## src/rtl/wght_pkg.sv

```systemverilog
// Shared constants for the weight-update unit: fixed-point format, FSM encoding,
// and saturation limits of the default weight word.
package wght_pkg;

  localparam int unsigned FRAC  = 24;
  localparam int unsigned WGT_W = 32;

  localparam logic [1:0] IDLE  = 2'd0;
  localparam logic [1:0] FETCH = 2'd1;
  localparam logic [1:0] APPLY = 2'd2;
  localparam logic [1:0] CLR   = 2'd3;

  localparam logic [WGT_W-1:0] SAT_MAX = {1'b0, {(WGT_W-1){1'b1}}};
  localparam logic [WGT_W-1:0] SAT_MIN = {1'b1, {(WGT_W-1){1'b0}}};

endpackage

```

## src/rtl/wght_upd_sat_sub.sv

```systemverilog
// Signed saturating subtract: o_diff_c = sat(i_a - i_b), computed one bit wider
// and clamped to the representable WIDTH-bit range.
module sat_sub #(
  parameter int unsigned WIDTH = 32
) (
  input  logic [WIDTH-1:0] i_a,
  input  logic [WIDTH-1:0] i_b,
  output logic [WIDTH-1:0] o_diff_c
);

  logic [WIDTH:0] w_full;

  assign w_full = {i_a[WIDTH-1], i_a} - {i_b[WIDTH-1], i_b};

  // Overflow shows up as disagreement between the two top bits.
  always_comb begin
    o_diff_c = w_full[WIDTH-1:0];
    if (w_full[WIDTH] != w_full[WIDTH-1]) begin
      o_diff_c = w_full[WIDTH] ? {1'b1, {(WIDTH-1){1'b0}}}
                               : {1'b0, {(WIDTH-1){1'b1}}};
    end
  end

endmodule

```

## src/rtl/wght_upd.sv

```systemverilog
// Weight bank with end-of-batch update: counts samples, then walks every
// accumulator, subtracts delta/BATCH with saturation and clears the accumulators.
module wght_upd
  import wght_pkg::*;
#(
  parameter int unsigned WIDTH      = WGT_W,
  parameter int unsigned NW         = 4,
  parameter int unsigned LOG2_BATCH = 2
) (
  input  logic                  clk,
  input  logic                  rst,
  input  logic                  i_smp,
  input  logic                  i_init_en,
  input  logic [$clog2(NW)-1:0] i_init_addr,
  input  logic [WIDTH-1:0]      i_init_data,
  input  logic [$clog2(NW)-1:0] i_w_addr,
  output logic [WIDTH-1:0]      o_w,
  output logic                  o_rd_en,
  output logic [$clog2(NW)-1:0] o_rd_addr,
  input  logic [WIDTH-1:0]      i_rd_data,
  output logic                  o_acc_clr,
  output logic                  o_busy,
  output logic                  o_done,
  output logic                  o_ovr
);

  localparam int unsigned AW = $clog2(NW);
  localparam int unsigned CW = LOG2_BATCH;

  logic [1:0]       r_state, w_state_nxt;
  logic [AW-1:0]    r_idx, w_idx_nxt;
  logic [CW-1:0]    r_cnt, w_cnt_nxt;
  logic [WIDTH-1:0] r_w [NW];
  logic [WIDTH-1:0] w_delta, w_new;
  logic             r_rd_en, r_clr, r_busy, r_ovr;
  logic [AW-1:0]    r_rd_addr;

  assign w_delta = WIDTH'($signed(i_rd_data) >>> LOG2_BATCH);

  sat_sub #(.WIDTH(WIDTH)) u_sat (
    .i_a      (r_w[r_idx]),
    .i_b      (w_delta),
    .o_diff_c (w_new)
  );

  // Next-state, index and sample-counter logic.
  always_comb begin
    w_state_nxt = r_state;
    w_idx_nxt   = r_idx;
    w_cnt_nxt   = r_cnt;
    case (r_state)
      IDLE: begin
        if (i_smp) begin
          w_cnt_nxt = r_cnt + CW'(1);
          if (r_cnt == {CW{1'b1}}) begin
            w_idx_nxt   = '0;
            w_state_nxt = FETCH;
          end
        end
      end
      FETCH: w_state_nxt = APPLY;
      APPLY: begin
        if (r_idx == AW'(NW - 1)) begin
          w_state_nxt = CLR;
        end else begin
          w_idx_nxt   = r_idx + AW'(1);
          w_state_nxt = FETCH;
        end
      end
      CLR:     w_state_nxt = IDLE;
      default: w_state_nxt = IDLE;
    endcase
  end

  // Control outputs are registered off the next state so they align with it.
  always_ff @(posedge clk or negedge rst) begin
    if (!rst) begin
      r_state   <= IDLE;
      r_idx     <= '0;
      r_cnt     <= '0;
      r_rd_en   <= 1'b0;
      r_rd_addr <= '0;
      r_clr     <= 1'b0;
      r_busy    <= 1'b0;
      r_ovr     <= 1'b0;
    end else begin
      r_state   <= w_state_nxt;
      r_idx     <= w_idx_nxt;
      r_cnt     <= w_cnt_nxt;
      r_rd_en   <= (w_state_nxt == FETCH);
      r_rd_addr <= w_idx_nxt;
      r_clr     <= (w_state_nxt == CLR);
      r_busy    <= (w_state_nxt != IDLE);
      r_ovr     <= r_ovr | (i_smp && (r_state != IDLE));
    end
  end

  // Weight bank: preload only while idle, update one entry per APPLY.
  always_ff @(posedge clk or negedge rst) begin
    if (!rst) begin
      for (int i = 0; i < NW; i++) r_w[i] <= '0;
    end else if ((r_state == IDLE) && i_init_en) begin
      r_w[i_init_addr] <= i_init_data;
    end else if (r_state == APPLY) begin
      r_w[r_idx] <= w_new;
    end
  end

  assign o_w       = r_w[i_w_addr];
  assign o_rd_en   = r_rd_en;
  assign o_rd_addr = r_rd_addr;
  assign o_acc_clr = r_clr;
  assign o_done    = r_clr;
  assign o_busy    = r_busy;
  assign o_ovr     = r_ovr;

endmodule

```

## config.mk

```make
export PLATFORM = sky130hd
export DESIGN_NAME = wght_upd
export DESIGN_NICKNAME = d
export VERILOG_FILES = /design/src/rtl/wght_pkg.sv /design/src/rtl/wght_upd_sat_sub.sv /design/src/rtl/wght_upd.sv
export SDC_FILE = /design/constraint.sdc
export NUM_CORES = 1
export LEC_CHECK = 0
export BUFFER_PORTS_ARGS = -buffer_cell sky130_fd_sc_hd__buf_2
export CAP_MARGIN = 10
export CORE_ASPECT_RATIO = 0.9
export CORE_MARGIN = 8
export CORE_UTILIZATION = 65
export DETAILED_ROUTE_END_ITERATION = 12
export HOLD_SLACK_MARGIN = 0.06
export MAX_ROUTING_LAYER = met4
export PLACE_DENSITY = 0.88
export SLEW_MARGIN = 10
export SYNTH_ARGS = -nofsm -noshare
export SYNTH_HDL_FRONTEND = slang
export SYNTH_SLANG_ARGS = --single-unit
```

## constraint.sdc

```tcl
create_clock -name clk -period 11.15 [get_ports clk]
set_input_delay 0 -clock clk [delete_from_list [all_inputs] [get_ports clk]]
set_output_delay 0 -clock clk [all_outputs]
set_load 0.005 [all_outputs]
```

==> results of run 1 <==
-- cell usage in the layout, fill, tap and decap left out, drive strengths merged, types with 3 or more instances in the layout --
cell         count
o221ai           3
xnor2           11
a211oi          11
o21bai           5
a21o            14
a31oi            7
inv             50
ha              37
dfrtp          138
nor3            25
xor2            12
and3             3
buf            125
clkbuf          20
nor2            57
a22oi           68
or3              3
a21oi           63
nand4            9
o21ai          188
o211ai           4
nor2b            4
mux4            64
o21a            41
clkinvlp         3
nand2b           6
o31ai            4
bufinv           3
nand2           56
clkinv           4
and2             6
nand3           13
a211o            3
dlygate4sd3     34
-- Yosys cell counts, types with 4 or more instances --
| master | number | share of area |
|---|---|---|
| o21ai_0 | 151 | 0.077 |
| nand4_1 | 9 | 0.0058 |
| o21bai_1 | 5 | 0.0038 |
| o31ai_1 | 4 | 0.0031 |
| clkbuf_2 | 4 | 0.0021 |
| buf_2 | 13 | 0.0067 |
| mux4_2 | 64 | 0.15 |
| nand2_1 | 56 | 0.022 |
| o21ai_1 | 36 | 0.018 |
| nand3_1 | 12 | 0.0062 |
| o21a_1 | 40 | 0.031 |
| and2_1 | 6 | 0.0038 |
| a22oi_1 | 68 | 0.052 |
| nor2_1 | 57 | 0.022 |
| a21oi_1 | 60 | 0.031 |
| nor2b_1 | 4 | 0.0026 |
| nand2b_1 | 6 | 0.0038 |
| dfrtp_1 | 138 | 0.35 |
| nor3_1 | 22 | 0.011 |
| clkbuf_1 | 39 | 0.015 |
| a31oi_1 | 7 | 0.0045 |
| a211oi_1 | 9 | 0.0069 |
| xnor2_1 | 10 | 0.0090 |
| xor2_1 | 12 | 0.011 |
| ha_1 | 37 | 0.047 |
| inv_1 | 49 | 0.019 |
| buf_1 | 9 | 0.0035 |
| o211ai_1 | 4 | 0.0031 |
| a21o_1 | 14 | 0.011 |
-- registers in the layout, indices dropped and copies added (netlist names) --
| name | count |
|---|---|
| o_acc_clr | 1 |
| o_busy | 1 |
| o_ovr | 1 |
| o_rd_addr | 2 |
| o_rd_en | 1 |
| r_cnt | 2 |
| r_state | 2 |
| r_w | 128 |
-- critical path: stages, from the launching register on --
cell	delay, ns
dfrtp_2	0.76
buf_4	0.55
mux4_2	0.59
ha_1	0.47
nand2_1	0.13
a211oi_2	0.29
nand3_1	0.20
a2111oi_4	0.41
o22ai_2	0.20
nand3_2	0.17
o31a_2	0.24
nand4_1	0.68
buf_4	0.51
o21ai_0	0.22
-- area by class of cell --
| cell class | count | area [um^2] | area share |
|---|---|---|---|
| tap | 198 | 248 | 0.0219 |
| sequential | 138 | 3450 | 0.305 |
| multi-input combinational | 754 | 5830 | 0.514 |
| antenna | 1 | 2.50 | 0.000221 |
| inverter | 49 | 184 | 0.0162 |
| clock inverter | 11 | 145 | 0.0128 |
| timing repair buffer | 159 | 1010 | 0.0895 |
| clock buffer | 20 | 457 | 0.0403 |
-- how the worst max path moves through the flow --
stage            startpoint  endpoint  cells after the start
3_5_place_dp   o_rd_addr[0]   r_w[41]                     13
6_report       o_rd_addr[0]   r_w[53]                     13
2_1_floorplan  o_rd_addr[0]  r_w[119]                     15
3_3_place_gp   o_rd_addr[0]   r_w[54]                     13
5_1_grt        o_rd_addr[0]   r_w[52]                     13
4_1_cts        o_rd_addr[0]   r_w[53]                     13
-- layer usage --
layer  vias up  global-route usage  share of wire
li1       4051                   -              -
met1      4739               0.438           0.37
met2       946               0.524           0.45
met3       195               0.118           0.14
met4         0               0.169          0.042
met5         -                   -              0
-- logic make-up after synthesis --
family          count (synthesis)  share of synthesized area
buf+inv                       118                     0.0503
fa+ha+maj                      38                     0.0495
simple gates                  194                     0.0972
compound gates                433                      0.278
xor+xnor                       23                     0.0214
flops                         138                      0.354
mux                            66                      0.150
-- metrics by stage --
step	hold WS (ns)	setup slack, ns	cell area (um^2)	utilization
finish	0.0996	5.61	11300	0.770
global route	0.0754	5.38	11300	0.770
CTS	0.0666	5.78	11300	0.770
detailed placement	0.0915	5.81	10400	0.706
global placement	0.0883	5.88	10400	0.706
floorplan	-0.296	6.91	9760	-
-- report_power, final --
group          internal [uW]  switching (uW)
Combinational           1150            1770
Clock                    362             229
Sequential               748             229
==> run_results.csv, run 1 <==
group,metric,value,unit
global_routing,grt_pass1_wl,53100,um
timing,maxClockFrequency,180,MHz
route,num_vias,9931,
floorplan,die_w,145,um
timing,tns,0,ns
global_routing,grt_max_degree,80,
placement,place.gp.congestion,0.987,
global_routing,grt.total_usage,0.356,
run,drv_cap,0,
worst_hold_path,whs_path_depth,4,
finish,layout-drive-gt1-share,0.218,
worst_hold_path,min_from,"i_rd_data[2]",
critical_path,r2r_start,"o_rd_addr[0]",
timing,finalSetupViolations,0,
placement,hpwlAfterDp,21000,um
timing,slew_headroom,0.207,
critical_path,reg2reg_depth,13,
floorplan,dieArea,19200,um^2
clock_network,clk_latency,0.44,ns
finish,fin_cells,1330,
yosys,yosysWarnings,0,
critical_path,r2r-end,"r_w[53]",
clock_network,cts_tree,"done",
yosys,ys_ff_latch,138,
yosys,avgSynthCellArea,9.66,um^2
worst_hold_path,hold_path_class,"primary input to flip-flop",
yosys,syn_area,9760,um^2
worst_hold_path,min_to,"r_w[96]",
critical_path,crit_arrival,5.89,ns
clock_network,cts_setup_buffers,0,
placement,dp_cells,1264,
route,dr.pass1.iters,7,
critical_path,worstPathRequired,11.50,ns
pwr,p_leak,0.00486,uW
global_routing,gr-total-overflow,0,
clock_network,hold_buffers,34,
route,drt-initial-drc-count,1741,
clock_network,post_cts_resized,0,
yosys,async_flop_share,1.00,
pwr,vdd_drop_max,213,uV
pwr,p_per_area,396,nW/um^2
yosys,synth_nets,1120,
timing,fin_crit,5.54,ns
critical_path,r2r_slack,5.61,ns
critical_path,worstPathMaxFanout,22,
floorplan,die_h,132,um
timing,period_share,0.497,
status,status,"complete, no violations",
timing,finalHoldViolCount,0,
timing,rsz0062_at_grt,"no",
global_routing,antenna_found_initial,0,
yosys,ys.flop_type,"dfrtp_1",
floorplan,io_pins,111,
timing,worstMarginPinSlew,1.19,ns
clock_network,root_buffer,"clkbuf_16",
route,ant_nets,0,
timing,clock_skew,0.00827,ns
finish,synthToLayoutAreaGrowth,16.2,%
finish,nets,1229,
route,wire_per_inst,25.1,um
route,wl,33400,um
placement,port_buffers,108,
floorplan,core-area,14700,um^2
yosys,yosysSeqAreaShare,0.354,
clock_network,cts_buffers,17,
floorplan,start_util,0.663,
critical_path,end_kind,"flip-flop",
clock_network,cts_max_level,4,
pwr,power,4490,uW
timing,slew_viol_final,0,
yosys,synth_edf_count,0,
clock_network,path_clk_slew,0.06,ns
floorplan,rows,42,
clock_network,clock_path_buffers,2,
yosys,netlist_instances,1010,
yosys,yosysUniqueCellTypes,76,
finish,fillers,960,
critical_path,crit_type,"flip-flop to flip-flop",
route,route.detailed.drc,0,
route,via_per_inst,7.47,
clock_network,clock-sinks,138,
critical_path,cp-start-kind,"flip-flop",
global_routing,grt_pass1_vias,9984,
No activity file was read; power rests on OpenSTA's default activity.
==> inputs of run 2 (changes only) <==
CORE_UTILIZATION = 60   (was 65)
PLACE_DENSITY = 0.83   (was 0.88)
clock period = 5.5 ns   (was 11.15 ns; I/O delays follow)
==> run 2 against run 1 <==
- hold slack worse by 0.018 ns
- sequential share of layout area decreased by 0.35 points
- flip-flop and latch count unchanged
- die area is 7.3% higher
- core utilization shrank 5.5 points
- count of clock-buffer cells in the layout fell by 1
- critical path type unchanged
==> run_results.csv, run 2 (same netlist as run 1, synthesis figures left out) <==
group,metric,value,unit
global_routing,antenna_found_initial,2,
critical_path,crit_buf_inv,2,
critical_path,reg2reg_depth,13,
timing,hold_ws,0.0811,ns
status,status,"complete, no violations",
critical_path,cp_slowest_stage_delay,0.67,ns
critical_path,cp_top_family,"compound AO/OA/AOI/OAI gates",
timing,worstMarginPinSlew,1.37,ns
run,drv_cap,0,
clock_network,path_clk_slew,0.06,ns
route,wl,33700,um
finish,final_common_cell,"o21ai_0",
route,wire_per_inst,24.9,um
critical_path,crit_arrival,5.18,ns
clock_network,cts_setup_buffers,0,
global_routing,grt_max_degree,77,
worst_hold_path,whs_path_depth,4,
floorplan,core-area,16000,um^2
global_routing,grt_pass1_vias,9583,
critical_path,slowest_stage,"dfrtp_2",
timing,rsz0062_at_grt,"no",
finish,largest_register,"r_w",
timing,slew_headroom,0.0834,
route,route.detailed.drc,0,
critical_path,setup.worst_path.start,"o_rd_addr[0]",
timing,timing.final.ws_setup,0.666,ns
route,num_vias,9786,
clock_network,post_cts_resized,0,
timing,clock_skew,0.00909,ns
timing,finalHoldViolCount,0,
critical_path,worstPathRequired,5.84,ns
critical_path,r2r_start,"o_rd_addr[0]",
critical_path,r2r-end,"r_w[44]",
clock_network,cts_buffers,17,
critical_path,cp-start-kind,"flip-flop",
floorplan,die_h,137,um
clock_network,clk_latency,0.43,ns
finish,layout-drive-gt1-share,0.225,
timing,maxClockFrequency,207,MHz
placement,hpwlAfterDp,21300,um
clock_network,cts_max_level,4,
clock_network,clock_path_buffers,2,
clock_network,hold_buffers,34,
worst_hold_path,hold_path_class,"primary input to flip-flop",
floorplan,io_pins,111,
finish,fillers,1160,
critical_path,crit_path_cell_trace,"buf_4 > mux4_2 > ha_1 > a21oi_1 > o211ai_1 > nand3_1 > a2111oi_4 > o22ai_2 > nand3_2 > o31a_2 > nand4_1 > buf_12 > o21ai_0",
route,drt-initial-drc-count,1504,
timing,tns,0,ns
finish,nets,1238,
global_routing,gr-total-overflow,0,
route,ant_nets,0,
global_routing,grt.total_usage,0.337,
finish,largest_reg_flops,128,
timing,finalSetupViolations,0,
global_routing,grt_pass1_wl,51800,um
finish,layout_common_cells,"o21ai_0, dfrtp_1, buf_2",
timing,fin_crit,4.83,ns
clock_network,cts_tree,"done",
floorplan,dieArea,20600,um^2
finish,synthToLayoutAreaGrowth,17.5,%
placement,place.gp.congestion,0.933,
worst_hold_path,min_from,"i_rd_data[2]",
floorplan,rows,44,
route,dr.pass1.iters,7,
critical_path,r2r_slack,0.67,ns
floorplan,die_w,150,um
clock_network,root_buffer,"clkbuf_16",
placement,dp_slack,0.790,ns
clock_network,clock-sinks,138,
placement,port_buffers,108,
floorplan,start_util,0.609,
worst_hold_path,min_to,"r_w[0]",
route,via_per_inst,7.25,
timing,slew_viol_final,0,
critical_path,end_kind,"flip-flop",
timing,period_share,0.879,
critical_path,worstPathMaxFanout,24,
critical_path,crit_type,"flip-flop to flip-flop",
finish,utilization,0.716,
-- run 2: stage by stage --
stage / area [um^2] / std cells
floorplan: 9760 / 1010
global placement: 10500 / 1282
detailed placement: 10500 / 1282
CTS: 11500 / 1348
global route: 11500 / 1350
finish: 11500 / 1350
-- run 2: per-layer routing --
| metal | part of all wire | global-route usage | vias to the layer above | wire [um] |
|---|---|---|---|---|
| met1 | 0.36 | 0.428 | 4586 | 12200 |
| li1 | - | - | 4079 | - |
| met4 | 0.041 | 0.142 | 0 | 1400 |
| met2 | 0.43 | 0.479 | 949 | 14600 |
| met3 | 0.16 | 0.122 | 172 | 5500 |
| met5 | 0 | - | - | 0 |
-- run 2: worst max path at each step --
stage	to	slack, ns	depth (start not counted)
final	r_w[44]	0.67	13
after global routing	r_w[5]	0.48	13
after CTS	r_w[40]	0.78	13
after detailed placement	r_w[40]	0.79	13
after global placement	r_w[43]	0.89	13
after floorplan	r_w[119]	1.26	15
-- run 2: cell type report --
type | instances | area (um^2) | share of cell area
antenna | 2 | 5.00 | 0.000436
clock buffer | 19 | 443 | 0.0386
clock inverter | 13 | 166 | 0.0145
inverter | 49 | 184 | 0.0160
multi-input combinational | 754 | 5830 | 0.509
sequential | 138 | 3450 | 0.301
tap | 207 | 259 | 0.0226
timing repair buffer | 168 | 1120 | 0.0977
-- run 2: worst reg2reg max path, stage by stage (launching register included) --
cell,delay (ns)
dfrtp_2,0.67
buf_4,0.33
mux4_2,0.54
ha_1,0.44
a21oi_1,0.18
o211ai_1,0.25
nand3_1,0.26
a2111oi_4,0.49
o22ai_2,0.21
nand3_2,0.19
o31a_2,0.24
nand4_1,0.40
buf_12,0.33
o21ai_0,0.21
Power of run 2 is left out: the tool's default activity adds up to more than one toggle a clock period on the data nets, which glitch-free logic cannot reach.
